**config.mk**
```make
export PLATFORM = sky130hd
export DESIGN_NAME = sprite_tiler
export DESIGN_NICKNAME = d
export VERILOG_FILES = /design/src/rtl/sprite_tiler_pkg.sv /design/src/rtl/sprite_tiler_delay_line.sv /design/src/rtl/sprite_tiler.sv
export SDC_FILE = /design/constraint.sdc
export NUM_CORES = 1
export LEC_CHECK = 0
export CAP_MARGIN = 20
export CORE_AREA = 10 10 121 123
export DETAILED_ROUTE_END_ITERATION = 6
export DIE_AREA = 0 0 131 133
export PLACE_DENSITY = 0.69
export SYNTH_ARGS = -nofsm -noshare
export SYNTH_HDL_FRONTEND = slang
export SYNTH_SLANG_ARGS = --single-unit
```
**constraint.sdc**
```tcl
create_clock -name clk -period 3.3 [get_ports clk]
set_input_delay 0.99 -clock clk [delete_from_list [all_inputs] [get_ports clk]]
set_output_delay 0.99 -clock clk [all_outputs]
set_load 0.005 [all_outputs]
```
**src/rtl/sprite_tiler_pkg.sv**
```systemverilog
// Shared display constants and the pixel-pipeline latency helper for the sprite tiler.
package sprite_tiler_pkg;

  localparam int DEF_WIDTH   = 315;
  localparam int DEF_HEIGHT  = 262;
  localparam int DEF_ROM_LAT = 1;
  localparam int DEF_MAP_LAT = 1;

  // Fixed stages: column register, ROM address register, pixel output register.
  localparam int FRONT_LAT   = 3;

  function automatic int sprite_latency(input int rom_lat, input int map_lat);
    return FRONT_LAT + rom_lat + map_lat;
  endfunction

endpackage

```
**src/rtl/sprite_tiler_delay_line.sv**
```systemverilog
// Resettable shift register used to align side-band data with the ROM/colour-map reads.
module sprite_delay_line
  import sprite_tiler_pkg::*;
#(
  parameter int DATA_W = 1,
  parameter int DEPTH  = 1
) (
  input  logic              clk,
  input  logic              reset_n,
  input  logic [DATA_W-1:0] d_i,
  output logic [DATA_W-1:0] q_o
);

  logic [DATA_W-1:0] stage_q [DEPTH];

  // Shift chain; reset flushes every stage so no stale data survives.
  always_ff @(posedge clk or negedge reset_n) begin
    if (!reset_n) begin
      for (int i = 0; i < DEPTH; i++) begin
        stage_q[i] <= '0;
      end
    end else begin
      stage_q[0] <= d_i;
      for (int i = 1; i < DEPTH; i++) begin
        stage_q[i] <= stage_q[i-1];
      end
    end
  end

  assign q_o = stage_q[DEPTH-1];

endmodule

```
**src/rtl/sprite_tiler.sv**
```systemverilog
// Tiled sprite renderer: walks an external image ROM and colour map, emitting
// opaque sprite pixels aligned to hcount with a fixed pipeline latency.
module sprite_tiler
  import sprite_tiler_pkg::*;
#(
  parameter int WIDTH     = DEF_WIDTH,
  parameter int HEIGHT    = DEF_HEIGHT,
  parameter int TILES_X   = 2,
  parameter int TILES_Y   = 1,
  parameter int ADDR_W    = 17,
  parameter int IDX_W     = 8,
  parameter int RGB_W     = 24,
  parameter int ROM_LAT   = DEF_ROM_LAT,
  parameter int MAP_LAT   = DEF_MAP_LAT,
  parameter bit TRANS_EN  = 1'b0,
  parameter int TRANS_IDX = 0
) (
  input  logic              clk,
  input  logic              reset_n,
  input  logic [10:0]       x,
  input  logic [9:0]        y,
  input  logic [10:0]       hcount,
  input  logic [9:0]        vcount,
  input  logic              frame_start,
  input  logic              mirror,
  output logic [ADDR_W-1:0] rom_addr,
  input  logic [IDX_W-1:0]  rom_data,
  output logic [IDX_W-1:0]  map_addr,
  input  logic [RGB_W-1:0]  map_data,
  output logic [RGB_W-1:0]  pixel,
  output logic              pixel_valid
);

  localparam int LAT     = sprite_latency(ROM_LAT, MAP_LAT);
  localparam int RNG_DLY = LAT - FRONT_LAT;
  localparam int COL_W   = $clog2(WIDTH + 1);
  localparam int ROW_W   = $clog2(HEIGHT + 1);
  localparam int TX_W    = $clog2(TILES_X + 1);
  localparam int TY_W    = $clog2(TILES_Y + 1);

  localparam logic [COL_W-1:0] COL_LAST = COL_W'(WIDTH - 1);
  localparam logic [ROW_W-1:0] ROW_LAST = ROW_W'(HEIGHT - 1);
  localparam logic [TX_W-1:0]  TX_LAST  = TX_W'(TILES_X - 1);
  localparam logic [TY_W-1:0]  TY_LAST  = TY_W'(TILES_Y - 1);

  logic [10:0]       x_q;
  logic [9:0]        y_q;
  logic              mir_q;
  logic              armed_q;
  logic [COL_W-1:0]  col_q, col_d;
  logic [TX_W-1:0]   tile_x_q, tile_x_d;
  logic              col_act_q, col_act_d;
  logic [ROW_W-1:0]  row_q, row_d;
  logic [ADDR_W-1:0] row_base_q, row_base_d;
  logic [TY_W-1:0]   tile_y_q, tile_y_d;
  logic              row_act_q, row_act_d;
  logic [COL_W-1:0]  col_eff_s;
  logic [ADDR_W-1:0] rom_addr_q, rom_addr_d;
  logic              rng_q, rng_d;
  logic              rng_al_s;
  logic              trans_s;
  logic [RGB_W-1:0]  pixel_q, pixel_d;
  logic              pv_q, pv_d;

  // Position/mirror capture; armed_q holds off drawing until the first frame_start.
  always_ff @(posedge clk or negedge reset_n) begin
    if (!reset_n) begin
      x_q     <= 11'd0;
      y_q     <= 10'd0;
      mir_q   <= 1'b0;
      armed_q <= 1'b0;
    end else if (frame_start) begin
      x_q     <= x;
      y_q     <= y;
      mir_q   <= mirror;
      armed_q <= 1'b1;
    end else begin
      armed_q <= armed_q;
    end
  end

  // Column walk; a new line (hcount==0) ends a run so wide sprites clip at the right edge.
  always_comb begin
    col_d     = col_q;
    tile_x_d  = tile_x_q;
    col_act_d = col_act_q;
    if (armed_q && (hcount == x_q)) begin
      col_d     = '0;
      tile_x_d  = '0;
      col_act_d = 1'b1;
    end else if (col_act_q && (hcount != 11'd0)) begin
      if (col_q == COL_LAST) begin
        col_d = '0;
        if (tile_x_q == TX_LAST) begin
          col_act_d = 1'b0;
        end else begin
          tile_x_d = tile_x_q + TX_W'(1);
        end
      end else begin
        col_d = col_q + COL_W'(1);
      end
    end else begin
      col_act_d = 1'b0;
    end
  end

  // Row walk on line starts; row_base accumulates WIDTH so no multiplier is needed.
  always_comb begin
    row_d      = row_q;
    row_base_d = row_base_q;
    tile_y_d   = tile_y_q;
    row_act_d  = row_act_q;
    if (hcount == 11'd0) begin
      if (armed_q && (vcount == y_q)) begin
        row_d      = '0;
        row_base_d = '0;
        tile_y_d   = '0;
        row_act_d  = 1'b1;
      end else if (row_act_q && (vcount != 10'd0)) begin
        if (row_q == ROW_LAST) begin
          row_d      = '0;
          row_base_d = '0;
          if (tile_y_q == TY_LAST) begin
            row_act_d = 1'b0;
          end else begin
            tile_y_d = tile_y_q + TY_W'(1);
          end
        end else begin
          row_d      = row_q + ROW_W'(1);
          row_base_d = row_base_q + ADDR_W'(WIDTH);
        end
      end else begin
        row_act_d = 1'b0;
      end
    end else begin
      row_act_d = row_act_q;
    end
  end

  // ROM address from counters, with odd tiles optionally read right-to-left.
  always_comb begin
    if (mir_q && tile_x_q[0]) begin
      col_eff_s = COL_LAST - col_q;
    end else begin
      col_eff_s = col_q;
    end
    rng_d = col_act_q && row_act_q;
    if (rng_d) begin
      rom_addr_d = row_base_q + ADDR_W'(col_eff_s);
    end else begin
      rom_addr_d = '0;
    end
  end

  // Counter and address registers.
  always_ff @(posedge clk or negedge reset_n) begin
    if (!reset_n) begin
      col_q      <= '0;
      tile_x_q   <= '0;
      col_act_q  <= 1'b0;
      row_q      <= '0;
      row_base_q <= '0;
      tile_y_q   <= '0;
      row_act_q  <= 1'b0;
      rom_addr_q <= '0;
      rng_q      <= 1'b0;
    end else begin
      col_q      <= col_d;
      tile_x_q   <= tile_x_d;
      col_act_q  <= col_act_d;
      row_q      <= row_d;
      row_base_q <= row_base_d;
      tile_y_q   <= tile_y_d;
      row_act_q  <= row_act_d;
      rom_addr_q <= rom_addr_d;
      rng_q      <= rng_d;
    end
  end

  assign rom_addr = rom_addr_q;
  assign map_addr = rom_data;

  sprite_delay_line #(.DATA_W(1), .DEPTH(RNG_DLY)) u_rng_dly (
    .clk     (clk),
    .reset_n (reset_n),
    .d_i     (rng_q),
    .q_o     (rng_al_s)
  );

  if (TRANS_EN) begin : g_trans
    logic [IDX_W-1:0] idx_al_s;
    sprite_delay_line #(.DATA_W(IDX_W), .DEPTH(MAP_LAT)) u_idx_dly (
      .clk     (clk),
      .reset_n (reset_n),
      .d_i     (rom_data),
      .q_o     (idx_al_s)
    );
    assign trans_s = (idx_al_s == IDX_W'(TRANS_IDX));
  end else begin : g_opaque
    assign trans_s = 1'b0;
  end

  // Output select: colour only for in-range, opaque pixels.
  always_comb begin
    if (rng_al_s && !trans_s) begin
      pixel_d = map_data;
      pv_d    = 1'b1;
    end else begin
      pixel_d = '0;
      pv_d    = 1'b0;
    end
  end

  // Output registers.
  always_ff @(posedge clk or negedge reset_n) begin
    if (!reset_n) begin
      pixel_q <= '0;
      pv_q    <= 1'b0;
    end else begin
      pixel_q <= pixel_d;
      pv_q    <= pv_d;
    end
  end

  assign pixel       = pixel_q;
  assign pixel_valid = pv_q;

endmodule
```
=== After elaboration in Yosys (flattened, before gate mapping) ===
Index checks and enable logic that the tools add are counted.

* Register bits: 108
* Input port bits: 78
* Output and inout port bits: 50
* Word-level logic and storage cells: 81

* Add/sub/neg operators: 7
* Equal/unequal tests: 10
* Mux-type cells: 29
* Reduce and logical (&&, ||, !) cells: 18

{| class="wikitable"
|+ Operator list
! cell !! count
|-
| $mux 17 || 4
|-
| $mux 9 || 7
|-
| $mux 24 || 1
|-
| $add 9x1->9 const B || 2
|-
| $eq 9x9->1 const B || 2
|-
| $add 17x9->17 || 1
|-
| $add 17x9->17 const B || 1
|-
| $mux 1 || 13
|-
| $eq 11x11->1 || 1
|-
| $logic_not 11->1 || 1
|-
| $reduce_bool 11->1 || 1
|-
| $eq 10x10->1 || 1
|-
| $reduce_bool 10->1 || 1
|-
| $ne 3x2->1 const B || 3
|-
| $reduce_and 3->1 || 3
|-
| $sub 9x9->9 const A || 1
|-
| $mux 2 || 4
|-
| $reduce_bool 2->1 || 4
|-
| $logic_and 1x1->1 || 6
|-
| $reduce_and 2->1 || 2
|-
| $ne 3x3->1 const B || 1
|-
| $add 2x1->2 const B || 1
|-
| $eq 2x1->1 const B || 1
|-
| $ne 2x2->1 const B || 1
|-
| $add 1x1->1 const B || 1
|}

=== Longest topological paths before layout ===
Gate-level depths: netlist of run 1.

* Depth in word-level cells: 5
* Depth in mapped cells: 13
* Mapped depth without buffers: 12

=== Hierarchy ===
Synthesis of run 1 repeated with hierarchy kept, for this count alone.

* Cell total of the unflattened synthesis: 532
* Area, all modules: 5492.8 um2

{| class="wikitable"
|+ Modules (own cells, without submodules)
! module !! times used !! cells an instance !! area each (um2)
|-
| sprite_tiler || 1 || 530 || 5442.7
|-
| sprite_delay_line || 1 || 2 || 50.0
|}

=== Worst setup path after synthesis of run 1 ===
OpenSTA, ideal clock, no wires.

* Kind: input-to-reg
* Start: in hcount[0]
* End: reg row_q[4]
* Arrival: 2594 ps
* Data required time: 3167 ps
* Path slack: 573 ps
* Stages: 8
* Path buffers: 2
* Cell sequence: nor4_4 > nand3_2 > or4_4 > buf_6 > and2_1 > clkbuf_1 > o21ai_0 > o21ai_0

* Longest elaborated chain between the ends: 2

{| class="wikitable"
|+ Ends and longest elaborated chain
! what !! line !! source
|-
| from (decl) || sprite_tiler.sv:22 || <nowiki>input logic [10:0] hcount,</nowiki>
|-
| $logic_not 11->1 || sprite_tiler.sv:113 || <nowiki>if (hcount == 11'd0) begin</nowiki>
|-
| $reduce_and 2->1 (no source line) || -- ||
|-
| to (signal assigned) || sprite_tiler.sv:171 || <nowiki>row_q <= row_d;</nowiki>
|-
| to (decl) || sprite_tiler.sv:53 || <nowiki>logic [ROW_W-1:0] row_q, row_d;</nowiki>
|}

Every way passes these cells.
A chain may end at the register's enable or synchronous reset.

=== Final worst setup path of run 1 ===
* Start: in hcount[7]
* End: reg row_q[4]

Same word-level chain as after synthesis.

==> run metrics, run 1 <==
Worst VDD drop=0.221 mV; Clock Latency Late Sink=0.35 ns; clock sink count=roughly 110; worst-margin pin slew=approximately 0.8 ns; syn avg cell area=between 10 and 15 um2; met1 Resource Use GR=between 10% and 20%; Seq/Total Area, Yosys=49.7%; Mapped Area=around 5400 um2; Vias/cell=5.13; IO buf count=around 110; Fmax=roughly 0.34 GHz; share of cells above drive strength 1=around a tenth; Flop pwr share=between 50% and 60%; post-synthesis net count=614; outcome=completed; hold buffers post-CTS=0; overall routing resource usage=around 15%; async set-or-reset flop fraction in the synthesized netlist=between 90% and 100%; M2 GR Usage=24.3%; HP Class=flip-flop to flip-flop; Comb pwr share=a little over a tenth; synth warn=0; Bufs on Longest Clock Path=2; Yosys top cell by area=dfrtp_1; cells after synthesis=518; Critical Path AT=roughly 3.2 ns; # rows=just over 40; gr busiest metal=met2; Critical Path Fanout Max=9; Synth top area share=49.7%; TritonCTS clock tree=built; CORE AREA=12400 um2; Clock Power Share=a little under two fifths; Startpoint Class=primary input; Max Clock Skew=around 0.0095 ns; cts bufs inserted=9; per-cell routed wire length=15.7 um; Synth Area in XOR/XNOR=7.80%; # placed instances=slightly below 800; number of flops mapped to enable cells by yosys=0; post-route insts no fill=800; gpl congestion=0.852; initial antenna violation count=0; minimum clock period=~3.0 ns; pin count of the biggest net entering global routing=64; I/O pins=roughly 130; main flop type after synthesis=dfrtp_1; area delta synth->final=28.7%; Tcrit/Tclk final=between 80% and 90%; placed wire-length estimate=around 9.6 mm; Die X=around 130 um; gr ovfl total=0; Root Buffer=clkbuf_16; pwr dens=~400 nW/um2; Antenna Cells=0; Final Max Tran Viols=0; post-route setup TNS=0 ns; starting density of the core=a little over two fifths; ANT nets after route=0; post-synthesis compound-gate area fraction=10.7%; Die H=between 100 and 150 um; RSZ-0062 raised after global routing=no; Slew HR=47.5%; count of final setup violators=0; Int Power=between 2 and 2.5 mW; simple-gate portion of the synthesized area=a little under a fifth; met3 Use GR=roughly 4.2%; maxcap violations=0; mux contribution to synthesized area=between 4 and 5%; Vias=around 4100; top cells by area, synth=dfrtp_1 (50%), xnor2_1 (5.7%), mux2_2 (4.8%); Reg clk slew, reported paths=approximately 0.080 ns; Psw=roughly 700 uW; Layout Nets=approximately 700; first-pass GRT wire length=roughly 21 mm; DIE AREA=about 17000 um2; Post-Synth Adder-Cell Area=around 4.3%; Max H-tree Level=3; vias in the first global route=4283; drt pass-1 iters=4; LEAKAGE=between 2 and 3 nW; FF+latch count, synth=between 100 and 150; DR DRC count=0; final hold vios=0; initial DRC count=roughly 270; Netlist cell types=53; Critical Path End Type=flip-flop; largest family of logic cells by synthesized area=simple AND/OR/NAND/NOR gates; Req. time, crit path=between 3 and 4 ns; Post-Route WL=around 13 mm; switching share of power=approximately a quarter; total power=around 2.8 mW; Setup CP Type=primary input to flip-flop
metrics by stage:
step	area (um2)	worst slack [ns]	util (%)	hold slack [ns]
global route	6940	0.0731	56.1	0.374
floorplan	5390	0.573	-	0.331
finish	6940	0.343	56.1	0.352
detailed placement	6650	0.00618	53.8	0.337
CTS	6930	0.282	56.1	0.355
global placement	6650	0.114	53.8	0.335
synthesized netlist by cell type (2+ instances only):
cell type / count
or2_2: 3
and3_1: 11
nor2_1: 37
buf_1: 2
mux2_2: 23
buf_4: 10
xor2_1: 13
o21a_1: 2
o2111ai_1: 3
nand2b_1: 7
a31oi_1: 5
nor4_1: 4
xnor2_1: 35
a21oi_1: 27
a211oi_1: 2
a21o_1: 4
o21ai_1: 3
o211ai_1: 4
inv_1: 11
clkbuf_1: 13
nand4_1: 9
o21ai_0: 37
dfrtp_1: 107
nand2_1: 31
nor4_4: 2
a41oi_1: 2
nor2b_1: 5
ha_1: 17
nor3_1: 14
or3_1: 11
and2_1: 30
nand3_1: 13
cell families after synthesis:
kind of cell               after synthesis
adders and majority gates               18
DFF                                    107
muxes                                   24
and+or+nand+nor                        186
buffers and inverters                   39
xor gates and xnor gates                48
AOI/OAI and AO/OA                       96
cells in the final DEF (no fill, tap or decap), drive strengths merged, types with 6 or more instances in the layout:
cell type / count
nand3: 14
nor2: 38
nand2b: 7
a21oi: 27
xnor2: 35
dfrtp: 107
o21ai: 40
nor4: 6
ha: 17
xor2: 13
nor3: 14
inv: 15
nand2: 31
clkdlybuf4s50: 110
and3: 12
or3: 11
mux2: 23
buf: 12
clkbuf: 10
nand4: 9
and2: 31
critical path: stages:
cell             delay (ns)
clkdlybuf4s50_1        0.43
nor3_1                 0.36
nand3_2                0.17
or4_4                  0.63
and2_1                 0.27
o21ai_0                0.23
o21ai_0                0.11
worst paths after layout:
check,from,end,slack [ns],cells after the start
max in group asynchronous,reset_n,x_q[1],1.85,2
min in group asynchronous,reset_n,pixel_valid,0.73,1
hold / removal,u_rng_dly.stage_q[1],u_rng_dly.q_o,0.35,0
setup / recovery,hcount[7],row_q[4],0.34,7
hold reg to reg,u_rng_dly.stage_q[1],u_rng_dly.q_o,0.35,0
setup reg to reg,col_q[0],rom_addr[16],0.37,12
repair_timing:
action                                  in CTS  in global routing
buffers inserted                             0                  0
endpoints found under the setup margin       0                  4
resized for setup                            0                  1
power by group through the flow:
| stage | logic [mW] | registers (mW) | clock network [mW] |
|---|---|---|---|
| final | 0.299 | 1.41 | 1.04 |
| after global routing | 0.335 | 1.42 | 1.14 |
| after CTS | 0.305 | 1.41 | 1.08 |
| after detailed placement | 0.303 | 1.44 | 0 |
| after global placement | 0.296 | 1.44 | 0 |
| after floorplan | 0.143 | 1.42 | 0 |
layout make-up:
cell class	instances	area (um2)
clock buffer	10	229
timing repair buffer	122	1200
clock inverter	6	56.3
inverter	11	41.3
sequential	107	2680
tap	172	215
multi-input combinational	372	2510
fill	1113	5430
routing by layer:
metal | routed length (um) | share of wire [%]
met5 | 0 | 0
met4 | 193 | 1.5
met3 | 897 | 7.1
met2 | 6010 | 48
met1 | 5440 | 43
registers in the layout, summed over array words and instances (netlist names):
signal,count
pixel_valid,1
rom_addr,17
col_act_q,1
u_rng_dly.stage_q,1
row_base_q,17
pixel,24
y_q,10
rng_q,1
armed_q,1
col_q,9
x_q,11
row_act_q,1
u_rng_dly.q_o,1
tile_x_q,2
row_q,9
mir_q,1
No activity file was read; power rests on OpenSTA's default activity.
==> inputs of run 2 (changes only) <==
Settings changed: CORE_AREA 10 10 121 123 to 10 10 146 148, DIE_AREA 0 0 131 133 to 0 0 156 158, PLACE_DENSITY 0.69 to 0.49.
==> run metrics, run 2 (synthesized netlist as in run 1, its figures left out) <==
Tcrit/Tclk final=88.7% (was 89.6%); cts bufs inserted=9 (unchanged); Post-Route Utilization=38.1% (was 56.1%); gr ovfl total=0 (unchanged); Crit Reg-Reg Startpoint=col_q[3] (was col_q[0]); area delta synth->final=30.6% (was 28.7%); TritonCTS clock tree=built (unchanged); Reg clk slew, reported paths=0.07 ns (was 0.08 ns); ANT nets after route=0 (unchanged); met1 Resource Use GR=13.9% (was 17.5%); CORE AREA=18500 um2 (was 12400 um2); overall routing resource usage=11.2% (was 14.6%); Die H=158 um (was 133 um); starting density of the core=29.2% (was 43.6%); initial DRC count=204 (was 266); commonest non-fill, non-tap cells in the layout=clkdlybuf4s50_1 (110), dfrtp_1 (107), o21ai_0 (37), nor2_1 (37), xnor2_1 (35) (unchanged); DR DRC count=0 (unchanged); Req. time, crit path=3.56 ns (was 3.53 ns); per-cell routed wire length=15.4 um (was 15.7 um); initial antenna violation count=0 (unchanged); Worst VDD drop=0.234 mV (was 0.221 mV); # rows=50 (was 41); pin count of the biggest net entering global routing=61 (was 64); vias in the first global route=4358 (was 4283); max reg flops=24 (unchanged); # placed instances=848 (was 784); post-route insts no fill=863 (was 800); Antenna Cells=0 (unchanged); DIE AREA=24600 um2 (was 17400 um2); commonest non-fill, non-tap cell in the layout=clkdlybuf4s50_1 (unchanged); Fmax=0.342 GHz (was 0.338 GHz); outcome=completed (unchanged); Root Buffer=clkbuf_16 (unchanged); minimum clock period=2.93 ns (was 2.96 ns); Fill cells=1800 (was 1113); Startpoint Class=flip-flop (was primary input); Slew HR=49.4% (was 47.5%); first-pass GRT wire length=22.5 mm (was 21.0 mm); Critical Path End Type=flip-flop (unchanged); Setup CP Type=flip-flop to flip-flop (was primary input to flip-flop); Critical Path AT=3.19 ns (about the same); met3 Use GR=3.85% (was 4.19%); Die X=156 um (was 131 um); pwr dens=401 nW/um2 (was 398 nW/um2); Final Cell Area=7040 um2 (was 6940 um2); worst-margin pin slew=0.759 ns (was 0.787 ns); Hold Crit Depth=0 (unchanged); drt pass-1 iters=4 (unchanged); hold_sp=u_rng_dly.stage_q[1] (unchanged); worst reg2reg endpoint=rom_addr[13] (was rom_addr[16]); FF-to-FF setup slack=0.37 ns (about the same); final hold vios=0 (unchanged); clock sink count=107 (unchanged); Vias=4104 (was 4103); Critical Path Fanout Max=8 (was 9); LEAKAGE=2.95 nW (was 2.93 nW); Hold Crit Endpoint=u_rng_dly.q_o (unchanged); Max Clock Skew=0.0129 ns (was 0.00946 ns); IO buf count=111 (unchanged); placed wire-length estimate=10.3 mm (was 9.56 mm); worst reg-to-reg path cell count=11 (was 12); post-route setup TNS=0 ns (unchanged); I/O pins=128 (unchanged); M2 GR Usage=17.9% (was 24.3%); count of final setup violators=0 (unchanged); Post-DP Area=6740 um2 (was 6650 um2); Hold Worst Slack=0.353 ns (was 0.352 ns); RSZ-0062 raised after global routing=no (unchanged); maxcap violations=0 (unchanged); Final Max Tran Viols=0 (unchanged); Bufs on Longest Clock Path=2 (unchanged); Vias/cell=4.76 (was 5.13); gr busiest metal=met2 (unchanged); HP Class=flip-flop to flip-flop (unchanged); share of cells above drive strength 1=10.2% (was 10.0%); Max H-tree Level=3 (unchanged); Post-Route WL=13.3 mm (was 12.5 mm); hold buffers post-CTS=0 (unchanged); gpl congestion=0.821 (was 0.852); Clock Latency Late Sink=0.36 ns (was 0.35 ns); Layout Nets=721 (was 719)
[run 2: worst max-delay path, stage by stage, from the launching register on]
cell	delay, ns
dfrtp_1	0.49
and3_1	0.27
o21ai_0	0.13
nor2_1	0.14
xor2_1	0.26
ha_1	0.33
and3_1	0.20
a221oi_1	0.23
o21ai_0	0.17
a21oi_2	0.32
o21ai_0	0.13
a21oi_1	0.17
[run 2: per-layer routing]
metal	up-vias	share of wire, %	wire [um]
li1	2002	-	-
met2	99	46	6120
met1	1990	46	6170
met4	0	1.0	133
met5	-	0	0
met3	13	6.8	900
[run 2: final cells by class]
class | count | area, um2 | area share [%]
well taps | 234 | 293 | 4.16
clock buffers | 10 | 229 | 3.25
clock inverters | 5 | 67.6 | 0.960
inverters | 11 | 41.3 | 0.586
flip-flops and latches | 107 | 2680 | 38.0
multi-input cells | 372 | 2510 | 35.7
repair buffers | 124 | 1220 | 17.3
[run 2: worst max-delay path by stage]
stage,start,endpoint
2_1_floorplan,hcount[0],row_q[4]
3_3_place_gp,hcount[3],row_base_q[16]
3_5_place_dp,hcount[3],row_q[4]
4_1_cts,col_q[3],rom_addr[13]
5_1_grt,col_q[3],rom_addr[13]
6_report,col_q[3],rom_addr[13]
[run 2: power breakdown]
part | internal [mW] | switching, mW
Sequential | 1.36 | 0.0514
Combinational | 0.179 | 0.125
Clock | 0.598 | 0.507
[run 2: what timing repair did]
| item | in CTS | in global routing |
|---|---|---|
| resized for setup | 0 | 1 |
| setup endpoints to repair | 0 | 4 |
| buffers inserted | 0 | 0 |
[run 2: through the flow]
| step | power (mW) | setup WS (ns) |
|---|---|---|
| floorplan | 1.57 | 0.573 |
| global placement | 1.75 | 0.0875 |
| detailed placement | 1.75 | 0.0127 |
| CTS | 2.88 | 0.253 |
| global route | 2.96 | 0.0453 |
| finish | 2.82 | 0.372 |
